$ cat src/rtl/pooling_pkg.sv
package pooling_pkg;

  typedef enum logic [1:0] {
    IDLE   = 2'd0,
    ACCUM  = 2'd1,
    DIVIDE = 2'd2,
    OUT    = 2'd3
  } state_t;

  typedef enum logic {
    POOL_MEAN = 1'b0,
    POOL_MAX  = 1'b1
  } mode_t;

  function automatic int len_width(input int max_len);
    return $clog2(max_len + 1);
  endfunction

  function automatic int acc_width(input int il, input int fl, input int max_len);
    return il + fl + len_width(max_len);
  endfunction

endpackage

$ cat src/rtl/pool_divider.sv
module pool_divider #(
  parameter int ACC_W = 25,
  parameter int LEN_W = 5
) (
  input  logic                    clk,
  input  logic                    rst,
  input  logic                    start,
  input  logic signed [ACC_W-1:0] dividend,
  input  logic [LEN_W-1:0]        divisor,
  output logic                    done,
  output logic signed [ACC_W-1:0] quotient
);

  localparam int CNT_W = $clog2(ACC_W + 1);

  logic [ACC_W-1:0] q_q, q_src, q_d;
  logic [LEN_W-1:0] rem_q, rem_src, rem_d;
  logic [LEN_W-1:0] dvs_q, dvs_src;
  logic [LEN_W:0]   trial;
  logic [CNT_W-1:0] cnt_q;
  logic             neg_q;

  // The start cycle already performs the first iteration on the freshly
  // loaded magnitude, so the result is ready ACC_W edges after start.
  always_comb begin
    q_src   = start ? (dividend[ACC_W-1] ? (~dividend + ACC_W'(1)) : dividend) : q_q;
    rem_src = start ? '0 : rem_q;
    dvs_src = start ? divisor : dvs_q;
    trial   = {rem_src, q_src[ACC_W-1]} - {1'b0, dvs_src};
    if (!trial[LEN_W]) begin
      rem_d = trial[LEN_W-1:0];
      q_d   = {q_src[ACC_W-2:0], 1'b1};
    end else begin
      rem_d = {rem_src[LEN_W-2:0], q_src[ACC_W-1]};
      q_d   = {q_src[ACC_W-2:0], 1'b0};
    end
  end

  always_ff @(posedge clk) begin
    if (rst) begin
      q_q   <= '0;
      rem_q <= '0;
      dvs_q <= '0;
      cnt_q <= '0;
      neg_q <= 1'b0;
      done  <= 1'b0;
    end else if (start) begin
      q_q   <= q_d;
      rem_q <= rem_d;
      dvs_q <= divisor;
      neg_q <= dividend[ACC_W-1];
      cnt_q <= CNT_W'(ACC_W - 1);
      done  <= 1'b0;
    end else if (cnt_q != '0) begin
      q_q   <= q_d;
      rem_q <= rem_d;
      cnt_q <= cnt_q - CNT_W'(1);
      done  <= (cnt_q == CNT_W'(1));
    end else begin
      done  <= 1'b0;
    end
  end

  assign quotient = neg_q ? (~q_q + ACC_W'(1)) : q_q;

endmodule

$ cat src/rtl/pooling_unit.sv
module pooling_unit
  import pooling_pkg::*;
#(
  parameter  int IL       = 4,
  parameter  int FL       = 16,
  parameter  int CHANNELS = 4,
  parameter  int MAX_LEN  = 16,
  localparam int LEN_W    = len_width(MAX_LEN),
  localparam int ACC_W    = acc_width(IL, FL, MAX_LEN),
  localparam int DW       = IL + FL
) (
  input  logic                 clk,
  input  logic                 rst,
  input  logic                 start,
  input  logic                 mode,
  input  logic [LEN_W-1:0]     len_cfg,
  input  logic signed [DW-1:0] in_data [CHANNELS],
  input  logic                 in_valid,
  output logic                 in_ready,
  output logic signed [DW-1:0] out_data [CHANNELS],
  output logic                 out_valid,
  input  logic                 out_ready,
  output logic                 busy
);

  localparam logic signed [ACC_W-1:0] ACC_MIN = {{(ACC_W-DW+1){1'b1}}, {(DW-1){1'b0}}};

  state_t                  state_q, state_d;
  mode_t                   mode_q;
  logic [LEN_W-1:0]        len_q, cnt_q, len_clamped;
  logic signed [ACC_W-1:0] acc_q [CHANNELS];
  logic signed [ACC_W-1:0] acc_d [CHANNELS];
  logic signed [ACC_W-1:0] ext   [CHANNELS];
  logic signed [ACC_W-1:0] quot  [CHANNELS];
  logic [CHANNELS-1:0]     div_done;
  logic                    start_ok, beat, last_beat, div_start;

  always_comb begin
    len_clamped = (len_cfg > LEN_W'(MAX_LEN)) ? LEN_W'(MAX_LEN) : len_cfg;
    start_ok    = start && (state_q == IDLE);
    beat        = in_valid && (state_q == ACCUM);
    last_beat   = beat && (cnt_q == len_q - LEN_W'(1));
    div_start   = last_beat && (mode_q == POOL_MEAN);
  end

  always_comb begin
    for (int unsigned c = 0; c < CHANNELS; c++) begin
      ext[c]   = {{(ACC_W-DW){in_data[c][DW-1]}}, in_data[c]};
      acc_d[c] = acc_q[c];
      if (beat) begin
        if (mode_q == POOL_MEAN) acc_d[c] = acc_q[c] + ext[c];
        else if (ext[c] > acc_q[c]) acc_d[c] = ext[c];
      end
    end
  end

  always_comb begin
    state_d = state_q;
    case (state_q)
      IDLE:    if (start) state_d = (len_clamped == '0) ? OUT : ACCUM;
      ACCUM:   if (last_beat) state_d = (mode_q == POOL_MEAN) ? DIVIDE : OUT;
      DIVIDE:  if (&div_done) state_d = OUT;
      OUT:     if (out_ready) state_d = IDLE;
      default: state_d = IDLE;
    endcase
    in_ready  = (state_q == ACCUM);
    out_valid = (state_q == OUT);
    busy      = (state_q != IDLE);
  end

  always_ff @(posedge clk) begin
    if (rst) begin
      state_q <= IDLE;
      mode_q  <= POOL_MEAN;
      len_q   <= '0;
      cnt_q   <= '0;
      for (int unsigned c = 0; c < CHANNELS; c++) begin
        acc_q[c]    <= '0;
        out_data[c] <= '0;
      end
    end else begin
      state_q <= state_d;
      if (start_ok) begin
        mode_q <= mode_t'(mode);
        len_q  <= len_clamped;
        cnt_q  <= '0;
        for (int unsigned c = 0; c < CHANNELS; c++) begin
          acc_q[c] <= (mode_t'(mode) == POOL_MAX) ? ACC_MIN : '0;
          if (len_clamped == '0) out_data[c] <= '0;
        end
      end else if (beat) begin
        cnt_q <= cnt_q + LEN_W'(1);
        for (int unsigned c = 0; c < CHANNELS; c++) acc_q[c] <= acc_d[c];
      end
      if (last_beat && mode_q == POOL_MAX) begin
        for (int unsigned c = 0; c < CHANNELS; c++) out_data[c] <= acc_d[c][DW-1:0];
      end
      if (state_q == DIVIDE && (&div_done)) begin
        for (int unsigned c = 0; c < CHANNELS; c++) out_data[c] <= quot[c][DW-1:0];
      end
    end
  end

  // Dividers load the post-beat sum in the last-beat cycle, overlapping the
  // ACCUM->DIVIDE transition.
  for (genvar g = 0; g < CHANNELS; g++) begin : g_lane
    pool_divider #(
      .ACC_W(ACC_W),
      .LEN_W(LEN_W)
    ) u_div (
      .clk      (clk),
      .rst      (rst),
      .start    (div_start),
      .dividend (acc_d[g]),
      .divisor  (len_q),
      .done     (div_done[g]),
      .quotient (quot[g])
    );
  end

endmodule

$ cat config.mk
export PLATFORM = sky130hd
export DESIGN_NAME = pooling_unit
export DESIGN_NICKNAME = d
export VERILOG_FILES = /design/src/rtl/pooling_pkg.sv /design/src/rtl/pool_divider.sv /design/src/rtl/pooling_unit.sv
export SDC_FILE = /design/constraint.sdc
export NUM_CORES = 2
export LEC_CHECK = 0
export ABC_AREA = 1
export ABC_CLOCK_PERIOD_IN_PS = 9180
export CAP_MARGIN = 20
export CORE_ASPECT_RATIO = 0.75
export CORE_MARGIN = 2
export CORE_UTILIZATION = 35
export DETAILED_ROUTE_END_ITERATION = 8
export HOLD_SLACK_MARGIN = 0.02
export PLACE_DENSITY = 0.59
export SLEW_MARGIN = 20
export SYNTH_ARGS = -nofsm -noshare
export SYNTH_HDL_FRONTEND = slang
export SYNTH_SLANG_ARGS = --single-unit
$ cat constraint.sdc
create_clock -name clk -period 9.18 [get_ports clk]
set_input_delay 1.836 -clock clk [delete_from_list [all_inputs] [get_ports clk]]
set_output_delay 1.836 -clock clk [all_outputs]
set_load 0.1 [all_outputs]
==> results.md <==
* Outcome: complete, no violations
* Minimum clock period at 7.19 ns
* Die H at 269 um
* Core area at 93200 um2
* Vias per inst at 5.12
* First-pass GRT wire length at 181000 um
* CTS clk-pin slew, worst paths at 0.06 ns
* Seq/Total Area, Yosys at 0.245
* Initial Util at 0.352
* Final setup skew at 0.0309 ns
* Register bit total from synthesis at 361
* Vias at 33.9k
* Syn_nets at 5634
* Final worst slack at 1.99 ns
* Combinational fraction of design power at 0.567
* Flop pwr share at 0.231
* RSZ-0062 raised after global routing: no
* Crit-path max FO at 24
* Type of origin of the critical path: primary input
* Hold buffers post-CTS at 0
* Total I/O pin count at 174
* Layout cell share with drive strength beyond 1 at 0.0552
* Crit path top cell by count: nand2_1
* Residual DRC at 0
* CP Class: primary input to flip-flop
* IO buf count at 173
* Vias in the first global route at 31.7k
* TNS Setup at 0 ns
* Syn_area_per_cell at 6.20 um2
* Worst-Margin Slew at 1.12 ns
* All-Layer GR Usage at 0.234
* Switching share of power at 0.505
* Switch Pwr at 4.43 mW
* GP Congestion at 0.933
* DP Area at 35400 um2
* Most common cell after layout, fill and taps aside: nand2_1
* Pin count of the biggest net entering global routing at 150
* Worst path arrival time at 7.68 ns
* CP bufs+invs at 8
* Remaining antenna violation count at 0
* Total Wirelength at 116000 um
* Final Hold Vio Count at 0
* CP Capture Type: flip-flop
* Final instance area at 36800 um2
* Avg WL per Cell at 17.5 um
* Sink Count at 361
* NumNets Final at 5685
* Largest family of logic cells by synthesized area: simple AND/OR/NAND/NOR gates
* Post-Place Setup Slack at 1.52 ns
* Final core occ at 0.395
* H-tree depth at 2
* Power share of the clock group at 0.203
* Cell Int Power at 4.34 mW
* Syn. warnings at 0
* Max Cap Viol at 0
* Slew HR at 0.251
* Cell area after synthesis at 32800 um2
* Synth Instances at 5293
* Slowest stage delay, CP at 0.81 ns
* Tightest Hold Check Type: flip-flop to flip-flop
* Die Wd at 358 um
* # setup viols final at 0
* Cell family with most CP delay: simple AND/OR/NAND/NOR gates
* Slowest cell on the critical path: clkdlybuf4s50_1
* CTS max path bufs at 3
* # Post-CTS Setup Buffers at 0
* Slew Limit Fails at 0
* Max Fclk at 0.139 GHz
* Post-CTS sizing at 0
* Leading cell types in the layout, fill and taps excluded: nand2_1 (1615), inv_1 (715), nor2_1 (402)
* Router iterations before antenna repair at 6
* Initial antenna violation count at 4
* WP data required at 9.67 ns
* Unique masters post-synth at 66
* Die ar. at 96300 um2
* Dpl hpwl at 85800 um
* Synth Area in Simple Gates at 0.361
* Final Cycle Share at 0.783
* Synth Area in Compound Gates at 0.155
* Worst-skew pair later-pin latency at 0.61 ns
* XOR/XNOR Fraction of Synth Area at 0.0274
* CTS root buf: clkbuf_16
* Mux cell area share after synthesis at 0
* First-iteration detailed-routing DRC count at 3058
* Post-Synth Adder-Cell Area at 0.0971
* PD cells at 238 nW/um2
* Leak at 17.2 nW
* CTS tree: done
* Global route overflow at 0
* # rows at 97
* TritonCTS buffer count at 43
* Layout Area Growth over Synthesis at 12.3%
* Peak VDD IR at 0.147 mV
==> cell families after synthesis <==
kind of cell               after synthesis
adders and majority gates              250
AOI/OAI and AO/OA                      909
buffers and inverters                  934
xor gates and xnor gates               100
DFF                                    361
and+or+nand+nor                       2739
==> worst reg2reg max path, delay by kind of cell, from the launching register on <==
kind | cells | cell delay [ns]
buf+inv | 8 | 0.85
flops | 1 | 0.41
xor+xnor | 1 | 0.37
compound gates | 6 | 0.73
fa+ha+maj | 2 | 0.49
simple gates | 17 | 2.74
==> sequential cells by signal, summed over array words and instances (netlist names) <==
name / cells
g_lane.u_div.done: 4
out_data: 80
cnt_q: 5
mode_q: 1
g_lane.u_div.q_q: 100
g_lane.u_div.cnt_q: 20
len_q: 5
g_lane.u_div.dvs_q: 20
state_q: 2
g_lane.u_div.rem_q: 20
acc_q: 100
g_lane.u_div.neg_q: 4
==> final timing paths <==
kind	startpoint	to	slack, ns	depth (start not counted)
hold / removal	g_lane[1].u_div.q_q[24]$_SDFFE_PP0P_	g_lane[1].u_div.q_q[24]$_SDFFE_PP0P_	0.47	2
hold reg to reg	g_lane[1].u_div.q_q[24]$_SDFFE_PP0P_	g_lane[1].u_div.q_q[24]$_SDFFE_PP0P_	0.47	2
setup / recovery	in_data[59]	g_lane[1].u_div.rem_q[4]$_SDFFE_PP0P_	1.99	34
setup reg to reg	acc_q[1][18]$_SDFFCE_PN0P_	g_lane[1].u_div.rem_q[4]$_SDFFE_PP0P_	3.50	34
==> Yosys cell counts, drive strengths merged <==
master	count	area [um2]
a21boi	13	109
a211oi	10	75.1
o31ai	5	37.5
o211ai	35	268
xnor2	20	175
o21bai	19	154
clkbuf	124	465
clkinv	9	33.8
a211o	4	35.0
a21oi	371	1870
nor3	85	463
nand2	1693	6600
or3	1	6.26
nor2b	1	6.26
nand3b	63	473
a22o	1	8.76
a31oi	69	432
dlygate4sd1	4	35.0
a21o	16	120
and2	1	6.26
fa	8	160
nor4	4	25.0
nand3	394	2110
nor2	428	1680
or2	21	134
o21ai	336	1730
inv	728	2740
dfxtp	280	5610
o22ai	3	18.8
ha	242	3030
xor2	80	723
nor3b	1	7.51
buf	69	478
o21a	5	37.5
edfxtp	81	2430
nand4	47	343
a22oi	6	45.0
a221oi	16	140
==> per-stage QoR <==
stage | cells | hold WS [ns] | total power [mW]
2_1_floorplan | 5293 | 0.422 | 5.72
3_3_place_gp | 6536 | 0.444 | 6.94
3_5_place_dp | 6536 | 0.456 | 6.96
4_1_cts | 6613 | 0.466 | 8.77
5_1_grt | 6613 | 0.478 | 9.51
6_report | 6616 | 0.467 | 8.77
==> final cells by class <==
class                   instances  area (um2)
fillers                     10100       56400
multi-input cells            3998       21100
flip-flops and latches        361        8040
inverters                     737        2780
repair buffers                203        1990
well taps                    1237        1550
clock buffers                  64        1310
clock inverters                13         101
diodes                          3        7.51
==> routing by layer <==
layer	up-vias	wire length, um	global-route usage	part of all wire
met4	2	2790	0.0586	0.024
met3	124	6970	0.0267	0.060
met2	985	53000	0.390	0.46
met5	-	4	0	0.000035
met1	15600	52900	0.320	0.46
li1	17100	-	-	-
==> power groups by stage <==
stage	clock, mW	combinational (mW)	sequential (mW)
3_3_place_gp	0	4.89	2.05
4_1_cts	1.82	4.93	2.02
5_1_grt	1.88	5.58	2.05
6_report	1.78	4.97	2.02
2_1_floorplan	0	3.72	2.00
3_5_place_dp	0	4.91	2.05
No activity file was read; power rests on OpenSTA's default activity.
